[config.mk]
export PLATFORM = sky130hd
export DESIGN_NAME = systolic_feed_ctrl
export DESIGN_NICKNAME = d
export VERILOG_FILES = /design/src/rtl/systolic_feed_ctrl.sv
export SDC_FILE = /design/constraint.sdc
export NUM_CORES = 1
export LEC_CHECK = 0
export CORE_MARGIN = 1.5
export CORE_UTILIZATION = 55
export DETAILED_ROUTE_END_ITERATION = 8
export PLACE_DENSITY_LB_ADDON = 0.3
export SLEW_MARGIN = 20
export SYNTH_ARGS = -nofsm -noshare
export SYNTH_HDL_FRONTEND = slang
export SYNTH_SLANG_ARGS = --single-unit
[constraint.sdc]
create_clock -name clk -period 2.6 [get_ports clk]
set_input_delay 0.26 -clock clk [delete_from_list [all_inputs] [get_ports clk]]
set_output_delay 0.26 -clock clk [all_outputs]
set_load 0.01 [all_outputs]
[src/rtl/systolic_feed_ctrl.sv]
// systolic_feed_ctrl: feeds one tile of skewed feature vectors into a systolic array.
// Ports:
//   clk       rising-edge clock
//   rst_n     asynchronous active-low reset
//   start     begin a tile (only honoured in IDLE)
//   abort     synchronous abort, beats every other input
//   in_valid  in_data valid
//   in_ready  vector accepted this cycle when in_valid is also high
//   in_data   one vector, slice [r*N +: N] feeds row r
//   f_out     skewed array inputs, slice r drives array row r
//   arr_en    array step enable, high when f_out carries a new step
//   arr_clr   clear array accumulators
//   busy      controller not idle
//   done      one-cycle pulse once the array holds the final tile result
//   vec_cnt   vectors accepted in the current tile
module systolic_feed_ctrl #(
    parameter int N        = 8,
    parameter int ROWS     = 8,
    parameter int TILE_LEN = 8,
    parameter int PIPE_LAT = 2
) (
    input  logic                              clk,
    input  logic                              rst_n,
    input  logic                              start,
    input  logic                              abort,
    input  logic                              in_valid,
    output logic                              in_ready,
    input  logic [ROWS*N-1:0]                 in_data,
    output logic [ROWS*N-1:0]                 f_out,
    output logic                              arr_en,
    output logic                              arr_clr,
    output logic                              busy,
    output logic                              done,
    output logic [$clog2(TILE_LEN+1)-1:0]     vec_cnt
);
    localparam int VW = $clog2(TILE_LEN+1);
    localparam int DL = ROWS - 1 + PIPE_LAT;
    localparam int DW = $clog2(DL + 1);
    localparam logic [VW-1:0] LAST_VEC = VW'(TILE_LEN - 1);
    localparam logic [DW-1:0] LAST_DRN = DW'(DL - 1);

    typedef enum logic [2:0] {IDLE, CLEAR, FEED, DRAIN, SETTLE, DONE} state_t;

    state_t        state, state_nxt;
    logic [DW-1:0] dcnt;
    logic          accept, adv;

    always_ff @(posedge clk or negedge rst_n)
        if (!rst_n) state <= IDLE;
        else        state <= state_nxt;

    always_comb begin
        state_nxt = state;
        in_ready  = 1'b0;
        arr_clr   = 1'b0;
        done      = 1'b0;
        accept    = 1'b0;
        adv       = 1'b0;
        case (state)
            IDLE:   state_nxt = start ? CLEAR : IDLE;
            CLEAR: begin
                arr_clr   = 1'b1;
                state_nxt = FEED;
            end
            FEED: begin
                in_ready  = 1'b1;
                accept    = in_valid;
                adv       = in_valid;
                state_nxt = (in_valid && vec_cnt == LAST_VEC) ? DRAIN : FEED;
            end
            DRAIN: begin
                adv       = 1'b1;
                state_nxt = (dcnt == LAST_DRN) ? SETTLE : DRAIN;
            end
            SETTLE: state_nxt = DONE;
            DONE: begin
                done      = 1'b1;
                state_nxt = IDLE;
            end
            default: state_nxt = IDLE;
        endcase
        // Abort suppresses the handshake so no vector is lost half-accepted.
        if (abort) begin
            state_nxt = IDLE;
            in_ready  = 1'b0;
            accept    = 1'b0;
            adv       = 1'b0;
        end
    end

    assign busy = (state != IDLE);

    always_ff @(posedge clk or negedge rst_n)
        if (!rst_n) begin
            vec_cnt <= '0;
            dcnt    <= '0;
            arr_en  <= 1'b0;
        end else begin
            arr_en  <= adv;
            vec_cnt <= (abort || state == CLEAR) ? '0 : accept ? vec_cnt + 1'b1 : vec_cnt;
            dcnt    <= (abort || state != DRAIN) ? '0 : dcnt + 1'b1;
        end

    // Row r: sr[0..r-1] is the r-deep delay line, sr[r] is the f_out register.
    for (genvar r = 0; r < ROWS; r++) begin : g_row
        logic [N-1:0] sr [0:r];
        always_ff @(posedge clk or negedge rst_n)
            if (!rst_n) begin
                for (int k = 0; k <= r; k++) sr[k] <= '0;
            end else if (abort) begin
                for (int k = 0; k <= r; k++) sr[k] <= '0;
            end else if (adv) begin
                sr[0] <= (state == FEED) ? in_data[r*N +: N] : '0;
                for (int k = 1; k <= r; k++) sr[k] <= sr[k-1];
            end
        assign f_out[r*N +: N] = sr[r];
    end
endmodule

# After elaboration in Yosys (flattened, before gate mapping)
# Index checks and enable logic that the tools add are counted.
# totals
register_bits	300
input_bits	69
output_inout_bits	73
word_cells	97
# classes
add_sub_neg	2
n_eq_ne	8
n_mux	40
reduce_logical	7
# ops
op	n
64-bit two-way mux	2
56-bit two-way mux	2
48-bit two-way mux	2
40-bit two-way mux	2
8-bit two-way mux	10
32-bit two-way mux	2
24-bit two-way mux	2
16-bit two-way mux	2
3-bit case mux with 5 select lines	1
4-bit two-way mux	3
1-bit two-way mux	9
4-bit by 1-bit adder with 4-bit output (second input constant)	2
3-bit by 2-bit == test with 1-bit output (second input constant)	2
3-bit == test (second input constant)	2
3-bit two-way mux	2
4-bit by 3-bit == test with 1-bit output (second input constant)	1
4-bit == test (second input constant)	1
2-bit nonzero test	2
3-bit by 1-bit == test with 1-bit output (second input constant)	1
3-bit zero test	1
3-bit by 2-bit inequality test with 1-bit output (second input constant)	1
3-bit nonzero test	1
1-bit logical OR	2
1-bit case mux with 2 select lines	1
1-bit logical AND	1

# Depth between registers and ports, before layout
# Gate-level depths: netlist of the first run.
# depth
depth_word	5
mapped_depth	7
mapped_depth_nobuf	5

# Worst setup path before layout of the first run
# Ideal clock, no wire load.
# synth_timing
kind	register to register
start	register state[0]
end	register g_row[3].sr (netlist bit f_out[26])
setup_ns	0.121
arrival_ns	1.430
required_ns	2.479
setup_slack_ns	1.049
stages_incl_launch_ff	7
cell_sequence	dfrtp_1 > or2_1 > and2_1 > buf_2 > buf_4 > buf_2 > a22o_1
# synth_via
elab_chain_len	4
word_cells_on_any_way	5
# synth_lines
item	line_no	rtl
start, declared	44	state_t state, state_nxt;
start signal, assigned	50	else state <= state_nxt;
3-bit by 2-bit == test with 1-bit output	59	case (state)
1-bit case mux with 2 select lines (*)	59	
1-bit two-way mux (*)	83	if (abort) begin
2-bit nonzero test (no line) (*)	--	
end, declared	106	logic [N-1:0] sr [0:r];
# Every way passes the cells marked *; elsewhere a longest branch is shown, timed or not.
# A chain may end at the register's enable or synchronous reset.

# Final worst setup path of the first run
# layout_timing
start	register state[2]
end	output in_ready
# layout_via
elab_chain_len	3
# layout_lines
item	line_no	rtl
3-bit by 2-bit == test with 1-bit output	59	
1-bit two-way mux	59	
1-bit two-way mux	83	
end, declared	27	output logic in_ready,
# Every way passes these cells.

==> run_results.csv, run 1 <==
group,metric,value,unit
synth,synth-simple-area-share,0.0175,
die,num_rows,51,
synth,synth_fa_ha_area_frac,0.00336,
global_route,grt_pass1_vias,6936,
die,core_region_area,19700,sq um
placement,io_buffer_count,141,
timing,period_share,0.925,
synth,synth_cell_types,32,
clock_tree,cts_root_buf,"clkbuf_16",
final_layout,fin_nets,902,
setup_path,arrival,2.15,ns
final_layout,layout-drive-gt1-share,0.0832,
worst_hold_path,hp-class,"primary input to asynchronous set/reset pin",
synth,synth_area,11200,sq um
setup_path,reg2reg_from,"state[0]$_DFF_PN0_",
detailed_routing,drc,0,
timing,max_slew_margin,0.608,
setup_path,crit_end,"in_ready",
synth,syn_inst,762,
setup_path,r2r.worst_path.cells,4,
synth,synthMuxAreaShare,0,
clock_tree,clk_pin_slew_worst_paths,0.06,ns
synth,synthXorXnorAreaFrac,0.00235,
power,power_frac_comb,0.051,
global_route,met1_usage,0.298,
global_route,antenna_found_initial,1,
detailed_routing,ant_nets,0,
die,start_util,0.567,
setup_path,worstPathRequired,2.34,ns
clock_tree,insertion_delay,0.54,ns
synth,synth_compound_area_frac,0.232,
placement,hpwlAfterDp,13500,microns
power,power_density,727,nW/um^2
timing,worstMarginPinSlew,0.588,ns
outcome,status,"finished clean",
detailed_routing,viasPerCell,6.07,
timing,fmax,416,MHz
detailed_routing,vias,6791,
synth,synthesis.nets,834,
detailed_routing,totalWireLength,22300,microns
die,die_height,146,microns
timing,finClkSkew,0.0124,ns
power,fin_total_pwr,9.78,mW
power,p_sw_frac,0.212,
clock_tree,htreeDepth,1,
power,power.leakage,6.36,nW
final_layout,multi_input_area,2870,sq um
clock_tree,cts_sinks,300,
clock_tree,ctsResizeCount,0,
synth,ys_ff_latch,300,
setup_path,path_class,"register to output port",
placement,gp_congestion,0.792,
power,ir_worst_vdd,0.475,mV
setup_path,endpoint_kind,"output port",
die,die_area,21200,sq um
clock_tree,numCtsBuffers,29,
detailed_routing,drt_iter0_markers,598,
setup_path,r2r_slack,0.63,ns
global_route,grt_util_all_layers,0.213,
final_layout,area.growth.synth_to_final,20.4,%
job,maxCapViolations,0,
power,p_switching,2.08,mW
power,clkPwrFrac,0.464,
timing,hold_viol_final,0,
setup_path,critPathLaunch,"state[2]$_DFF_PN0_",
power,seqPwrFrac,0.485,
setup_path,r2r-end,"g_row[4].sr[32]$_DFFE_PN0P_",
global_route,grt_busiest_layer,"met2",
die,boundaryPins,142,
timing,tns,0,ns
final_layout,fillerInstances,1306,
detailed_routing,drt-wirelength-per-cell,19.9,microns
timing,rsz0062_at_grt,"false",
global_route,grt_overflow,0,
timing,slew_violations,0,
power,internal-power,7.70,mW
synth,avgSynthCellArea,14.7,sq um
global_route,grt_max_degree,106,
die,die_x,146,microns
synth,yosysWarnings,0,
synth,yosysSeqAreaShare,0.672,
clock_tree,cts_tree,"done",
final_layout,regArea,7510,sq um
timing,fin_crit,2.41,ns
global_route,grt.met2_usage,0.337,
global_route,met3_usage,0.0505,
detailed_routing,dr.pass1.iters,5,
timing,setup_viol,0,
synth,synth_top_family_by_area,"compound AO/OA/AOI/OAI gates",
clock_tree,clk_path_buf_depth,3,
setup_path,path_max_fanout,10,
global_route,grt_pass1_wl,37100,microns
setup_path,startpoint_type,"register",
## kinds of logic (layout without fill, tap and decap cells)
logic type               count (synthesis)  count (layout)
other                                    0               1
AND/OR/NAND/NOR                         32              32
buffers and inverters                  125             216
AO/OA/AOI/OAI                          299             299
adder cells (fa/ha/maj)                  3               3
flip-flops                             300             300
XOR/XNOR                                 3               3
## area by class of cell
class,count,share of cell area
sequential,300,0.558
clock inverter,12,0.0144
clock buffer,42,0.0642
multi-input combinational,337,0.213
inverter,4,0.00112
antenna,1,0.000186
tap,265,0.0246
timing repair buffer,158,0.124
## Yosys cell counts (all sizes together)
cell	number	area [sq um]
nand2b	2	12.5
nand3	2	10.0
a32oi	1	8.76
nand2	4	15.0
a22o	288	2520
or2	1	6.26
buf	108	748
o21ai	3	15.0
and2	1	6.26
or3b	1	8.76
nor2b	1	6.26
xnor2	2	17.5
inv	4	15.0
nor3b	2	25.0
and4bb	1	12.5
nor2	10	37.5
clkbuf	13	48.8
or3	2	12.5
a21oi	4	23.8
and3b	1	8.76
a311oi	2	17.5
dfrtp	300	7510
nand4bb	1	11.3
xor2	1	8.76
nand3b	1	7.51
o21bai	1	7.51
ha	3	37.5
nand4b	1	8.76
and3	1	6.26
## sequential cells by signal (all words and copies together), names as in the netlist
signal    count
dcnt          4
state         3
g_row.sr    232
vec_cnt       4
arr_en        1
f_out        56
## power groups by stage
stage | combinational [mW] | clock, mW | sequential [mW]
6_report | 0.503 | 4.54 | 4.74
5_1_grt | 0.552 | 4.80 | 4.74
4_1_cts | 0.509 | 4.61 | 4.74
3_5_place_dp | 0.505 | 0 | 4.83
3_3_place_gp | 0.487 | 0 | 4.82
2_1_floorplan | 0.227 | 0 | 4.82
## metal layers
layer / up-vias / part of all wire
li1: 2962 / -
met1: 3587 / 0.44
met2: 201 / 0.48
met3: 41 / 0.063
met4: 0 / 0.021
met5: - / 0
## cells in the final DEF, fill, tap and decap left out, types with 4 or more instances in the layout
master and n:
dfrtp_1 300, a22o_1 288, clkdlybuf4s50_1 140, clkbuf_16 29, nor2_1 10, buf_12 10
clkbuf_8 9, buf_4 6, bufinv_16 5, inv_1 4, nand2_1 4, clkbuf_1 4
clkinv_2 4
## worst min path at each step
stage	cells past startpoint	end	slack [ns]	from
2_1_floorplan	0	arr_en$_DFF_PN0_	-0.04	rst_n
3_3_place_gp	1	g_row[6].sr[12]$_DFFE_PN0P_	0.27	rst_n
3_5_place_dp	1	g_row[6].sr[11]$_DFFE_PN0P_	0.28	rst_n
4_1_cts	2	g_row[1].sr[12]$_DFFE_PN0P_	0.30	in_data[12]
5_1_grt	2	g_row[0].sr[5]$_DFFE_PN0P_	0.30	in_data[5]
6_report	2	f_out[54]$_DFFE_PN0P_	0.29	rst_n
## worst max-delay path: stages (launching register included)
cell             delay, ns
dfrtp_1               0.49
or3b_1                0.46
nor2_1                0.11
clkdlybuf4s50_1       0.55
## what timing repair did
item	in CTS	in global routing
buffers inserted	0	0
hold endpoints to repair	75	0
hold buffers	1	0
## metrics by stage
stage	cell area, sq um	instances	util	hold slack, ns	setup WS [ns]
floorplan	11200	762	-	-0.0356	1.05
CTS	13500	1118	0.682	0.297	0.194
global placement	12400	1063	0.628	0.274	0.395
global route	13500	1119	0.682	0.303	0.122
finish	13500	1119	0.682	0.285	0.195
detailed placement	12400	1063	0.628	0.283	0.338
No activity file was read; power rests on OpenSTA's default activity.
==> run 2, diff against run 1 <==
--- a/config.mk
+++ b/config.mk
@@ -6,7 +6,7 @@
 export NUM_CORES = 1
 export LEC_CHECK = 0
 export CORE_MARGIN = 1.5
-export CORE_UTILIZATION = 55
+export CORE_UTILIZATION = 50
 export DETAILED_ROUTE_END_ITERATION = 8
 export PLACE_DENSITY_LB_ADDON = 0.3
 export SLEW_MARGIN = 20
==> constraint.sdc (replaced) <==
create_clock -name clk -period 1.95 [get_ports clk]
set_input_delay 0.195 -clock clk [delete_from_list [all_inputs] [get_ports clk]]
set_output_delay 0.195 -clock clk [all_outputs]
set_load 0.01 [all_outputs]
==> run_results.csv, run 2 (synthesis results as in run 1) <==
group,metric,value,unit
setup_path,startpoint_type,"register",
detailed_routing,ant_nets,0,
power,seqPwrFrac,0.503,
timing,finClkSkew,0.0104,ns
timing,hold_viol_final,0,
die,die_area,23300,sq um
final_layout,top_register,"g_row.sr",
final_layout,largest_reg_flops,232,
outcome,status,"finished clean",
timing,slew_violations,0,
power,internal-power,9.86,mW
setup_path,worstPathRequired,1.75,ns
die,num_rows,54,
die,die_x,152,microns
placement,place_area,12700,sq um
final_layout,fin_area,13700,sq um
detailed_routing,viasPerCell,5.84,
final_layout,final_cell_mix,"dfrtp_1 (299), a22o_1 (288), clkdlybuf4s50_1 (136)",
placement,hpwlAfterDp,14200,microns
die,core_region_area,21900,sq um
detailed_routing,dr.pass1.iters,4,
timing,fmax,539,MHz
power,p_switching,2.70,mW
clock_tree,htreeDepth,1,
final_layout,fillerInstances,1644,
detailed_routing,vias,6751,
die,die_height,152,microns
power,clkPwrFrac,0.437,
setup_path,path_class,"register to output port",
placement,gp_congestion,0.805,
die,boundaryPins,142,
setup_path,path_max_fanout,7,
global_route,grt_pass1_wl,38100,microns
detailed_routing,drt_iter0_markers,475,
final_layout,area.growth.synth_to_final,22.3,%
die,start_util,0.510,
clock_tree,cts_root_buf,"clkbuf_16",
worst_hold_path,hp-class,"primary input to asynchronous set/reset pin",
clock_tree,cts_tree,"done",
timing,tns,0,ns
detailed_routing,drc,0,
clock_tree,clk_path_buf_depth,3,
power,power_frac_comb,0.061,
global_route,antenna_found_initial,0,
timing,fin_crit,1.86,ns
setup_path,arrival,1.66,ns
power,power.leakage,6.48,nW
setup_path,reg2reg_from,"state[2]$_DFF_PN0_",
power,p_sw_frac,0.215,
global_route,grt_pass1_vias,7207,
setup_path,critPathLaunch,"state[1]$_DFF_PN0_",
global_route,grt_util_all_layers,0.198,
final_layout,fin_nets,929,
timing,max_slew_margin,0.625,
timing,period_share,0.952,
detailed_routing,drt-wirelength-per-cell,19.4,microns
setup_path,r2r_slack,0.22,ns
global_route,grt_overflow,0,
clock_tree,clk_pin_slew_worst_paths,0.06,ns
setup_path,r2r.worst_path.cells,6,
power,ir_worst_vdd,0.527,mV
final_layout,final_cells,1156,
global_route,grt_max_degree,69,
timing,worstMarginPinSlew,0.562,ns
placement,dp.cells,1101,
final_layout,layout-drive-gt1-share,0.104,
setup_path,endpoint_kind,"output port",
placement,io_buffer_count,141,
clock_tree,numCtsBuffers,31,
final_layout,final_common_cell,"dfrtp_1",
clock_tree,cts_sinks,300,
final_layout,post-route-util,0.624,
final_layout,antennaDiodeCount,0,
timing,setup_viol,0,
clock_tree,insertion_delay,0.54,ns
timing,rsz0062_at_grt,"false",
job,maxCapViolations,0,
power,power_density,919,nW/um^2
detailed_routing,totalWireLength,22400,microns
==> run 2: area by class of cell <==
type | count | area [sq um] | area share
clock inverter | 4 | 45.0 | 0.00330
multi-input combinational | 337 | 2880 | 0.210
clock buffer | 48 | 900 | 0.0658
timing repair buffer | 183 | 1980 | 0.145
tap | 280 | 350 | 0.0256
inverter | 4 | 15.0 | 0.00110
sequential | 300 | 7510 | 0.549
==> run 2: worst paths after layout <==
kind / to
min: g_row[6].sr[12]$_DFFE_PN0P_
max reg2reg: g_row[0].sr[0]$_DFFE_PN0P_
min in group clk: g_row[5].sr[46]$_DFFE_PN0P_
min reg2reg: dcnt[0]$_DFF_PN0_
max in group asynchronous: g_row[3].sr[15]$_DFFE_PN0P_
max: done
==> run 2: power by group through the flow <==
stage	clock [mW]	combinational, mW	sequential (mW)
global route	5.90	0.835	6.32
CTS	5.61	0.772	6.32
finish	5.48	0.761	6.32
global placement	0	0.737	6.43
detailed placement	0	0.763	6.43
floorplan	0	0.303	6.42
==> run 2: routing by layer <==
metal | global-route usage | up-vias | wire (microns)
met4 | 0.0495 | 0 | 505
met5 | 0 | - | 0
li1 | - | 3011 | -
met2 | 0.308 | 171 | 10600
met3 | 0.0464 | 43 | 1210
met1 | 0.283 | 3526 | 10100
==> run 2: metrics by stage <==
| stage | setup WS [ns] | hold slack (ns) | total power [mW] |
|---|---|---|---|
| after floorplan | 0.399 | -0.101 | 6.73 |
| after global placement | 0.0364 | 0.202 | 7.16 |
| after detailed placement | 0.0373 | 0.197 | 7.19 |
| after CTS | 0.0231 | 0.232 | 12.7 |
| after global routing | 0.00813 | 0.246 | 13.1 |
| final | 0.0943 | 0.224 | 12.6 |
==> run 2: worst max-delay path: stages, from the launching register on <==
cell and delay (ns):
dfrtp_1 0.39, buf_4 0.17, nand2b_1 0.19, nor2_1 0.10, dlygate4sd2_1 0.27
==> run 2: repair_timing <==
item,in CTS,in global routing
hold endpoints to repair,60,0
hold buffers,1,0
setup buffers,2,0
gates cloned,0,0
gates resized for setup,7,2
endpoints found under the setup margin,4,1
==> run 3, diff against run 2 <==
--- a/config.mk
+++ b/config.mk
@@ -5,8 +5,12 @@
 export SDC_FILE = /design/constraint.sdc
 export NUM_CORES = 1
 export LEC_CHECK = 0
+export CELL_PAD_IN_SITES_DETAIL_PLACEMENT = 1
+export CELL_PAD_IN_SITES_GLOBAL_PLACEMENT = 1
+export CORE_ASPECT_RATIO = 0.75
 export CORE_MARGIN = 1.5
-export CORE_UTILIZATION = 50
+export CORE_UTILIZATION = 41
+export CTS_CLUSTER_SIZE = 30
 export DETAILED_ROUTE_END_ITERATION = 8
 export PLACE_DENSITY_LB_ADDON = 0.3
 export SLEW_MARGIN = 20
==> run_results.csv, run 3 (synthesis results as in run 1) <==
group,metric,value,unit
global_route,grt_pass1_wl,41700,microns
job,maxCapViolations,0,
clock_tree,cts_sinks,300,
power,ir_worst_vdd,0.698,mV
clock_tree,numCtsBuffers,30,
final_layout,area.growth.synth_to_final,24.7,%
timing,fin_crit,1.88,ns
timing,tns,0,ns
timing,setup_viol,0,
setup_path,worst-path-stages,3,
detailed_routing,totalWireLength,24800,microns
setup_path,reg2reg_from,"state[2]$_DFF_PN0_",
setup_path,startpoint_type,"register",
global_route,grt_max_degree,90,
global_route,grt_pass1_vias,7465,
timing,finClkSkew,0.00822,ns
detailed_routing,dr.pass1.iters,8,
placement,hpwlAfterDp,15700,microns
setup_path,crit_slowest_cell,"dfrtp_1",
clock_tree,cts_root_buf,"clkbuf_16",
setup_path,r2r-end,"g_row[6].sr[48]$_DFFE_PN0P_",
clock_tree,clk_path_buf_depth,3,
final_layout,multi_input_area,2890,sq um
detailed_routing,ant_nets,0,
timing,max_slew_margin,0.683,
global_route,grt_overflow,0,
setup_path,endpoint_kind,"output port",
clock_tree,htreeDepth,1,
setup_path,r2r_slack,0.14,ns
setup_path,path_max_fanout,2,
clock_tree,cts_tree,"done",
timing,worstMarginPinSlew,0.476,ns
detailed_routing,viasPerCell,5.50,
setup_path,r2r.worst_path.cells,5,
detailed_routing,drt_iter0_markers,488,
timing,hold_viol_final,0,
timing,setup_ws,0.0671,ns
placement,place_ws,0.0336,ns
placement,io_buffer_count,141,
setup_path,worstPathRequired,1.75,ns
final_layout,largest_reg_flops,232,
setup_path,crit_family,"simple AND/OR/NAND/NOR gates",
final_layout,layout-drive-gt1-share,0.116,
die,start_util,0.416,
setup_path,crit_end,"in_ready",
placement,gp_congestion,0.812,
final_layout,fillerInstances,2585,
final_layout,top_register,"g_row.sr",
final_layout,regArea,7510,sq um
global_route,grt_util_all_layers,0.180,
final_layout,post-route-util,0.519,
final_layout,final_cell_mix,"dfrtp_1 (299), a22o_1 (288), clkdlybuf4s50_1 (136)",
outcome,violations,"design-rule violations",
worst_hold_path,hp-class,"primary input to asynchronous set/reset pin",
power,fin_total_pwr,13.2,mW
detailed_routing,vias,6779,
setup_path,cp_cell_sequence,"or3b_4 -> nor2_2 -> clkdlybuf4s15_2",
setup_path,crit_buf_inv,1,
setup_path,path_class,"register to output port",
timing,fmax,531,MHz
die,die_x,194,microns
detailed_routing,drt-wirelength-per-cell,20.1,microns
final_layout,antennaDiodeCount,0,
detailed_routing,drc,6,
power,power.leakage,6.56,nW
setup_path,arrival,1.69,ns
global_route,antenna_found_initial,0,
setup_path,critPathLaunch,"state[2]$_DFF_PN0_",
final_layout,fin_nets,932,
die,boundaryPins,142,
clock_tree,insertion_delay,0.54,ns
clock_tree,clk_pin_slew_worst_paths,0.06,ns
timing,period_share,0.966,
die,core_region_area,26900,sq um
timing,slew_violations,0,
setup_path,cpPeakStageDelay,0.42,ns
die,die_height,146,microns
die,num_rows,52,
outcome,status,"finished with violations",
power,power_density,945,nW/um^2
final_layout,final_common_cell,"dfrtp_1",
die,die_area,28300,sq um
timing,rsz0062_at_grt,"false",
-- run 3: repair_timing --
| action | CTS | global route |
|---|---|---|
| hold buffers | 1 | 0 |
| resized for setup | 13 | 1 |
| endpoints found under the hold margin | 300 | 0 |
| setup buffers | 1 | 1 |
| pin swaps | 0 | 1 |
| setup endpoints to repair | 4 | 1 |
-- run 3: worst reg2reg max path, delay by kind of cell (launching register included) --
| kind | cells | cell delay, ns |
|---|---|---|
| AO/OA/AOI/OAI | 1 | 0.20 |
| AND/OR/NAND/NOR | 2 | 0.73 |
| buffers and inverters | 2 | 0.40 |
| flip-flops | 1 | 0.42 |
-- run 3: where the power goes --
group | leakage (nW) | internal (mW) | switching, mW | total [mW]
Sequential | 4.18 | 6.28 | 0.0369 | 6.32
Combinational | 1.87 | 0.343 | 0.452 | 0.794
Clock | 0.513 | 3.73 | 2.33 | 6.06
Total | 6.56 | 10.4 | 2.82 | 13.2
-- run 3: routing by layer --
layer,up-vias,part of all wire,GRT usage
li1,3031,-,-
met2,115,0.47,0.289
met3,36,0.039,0.0334
met5,-,0,0
met1,3597,0.47,0.255
met4,0,0.021,0.0406
-- run 3: metrics by stage --
| stage | cells | cell area [sq um] | hold slack (ns) |
|---|---|---|---|
| after global routing | 1233 | 13900 | 0.104 |
| final | 1233 | 13900 | 0.105 |
| after floorplan | 762 | 11200 | -0.101 |
| after detailed placement | 1176 | 12800 | 0.0618 |
| after global placement | 1176 | 12800 | 0.0569 |
| after CTS | 1232 | 13900 | 0.100 |
-- run 3: worst min-delay path by stage --
stage,startpoint,endpoint
5_1_grt,rst_n,f_out[62]$_DFFE_PN0P_
3_5_place_dp,rst_n,f_out[62]$_DFFE_PN0P_
4_1_cts,rst_n,f_out[62]$_DFFE_PN0P_
2_1_floorplan,rst_n,arr_en$_DFF_PN0_
6_report,rst_n,f_out[62]$_DFFE_PN0P_
3_3_place_gp,rst_n,f_out[61]$_DFFE_PN0P_
-- run 3: area by class of cell --
cell class / instances / area share
inverters: 4 / 0.00108
flip-flops and latches: 300 / 0.539
repair buffers: 187 / 0.146
clock inverters: 7 / 0.00988
well taps: 351 / 0.0315
multi-input cells: 337 / 0.207
clock buffers: 47 / 0.0657
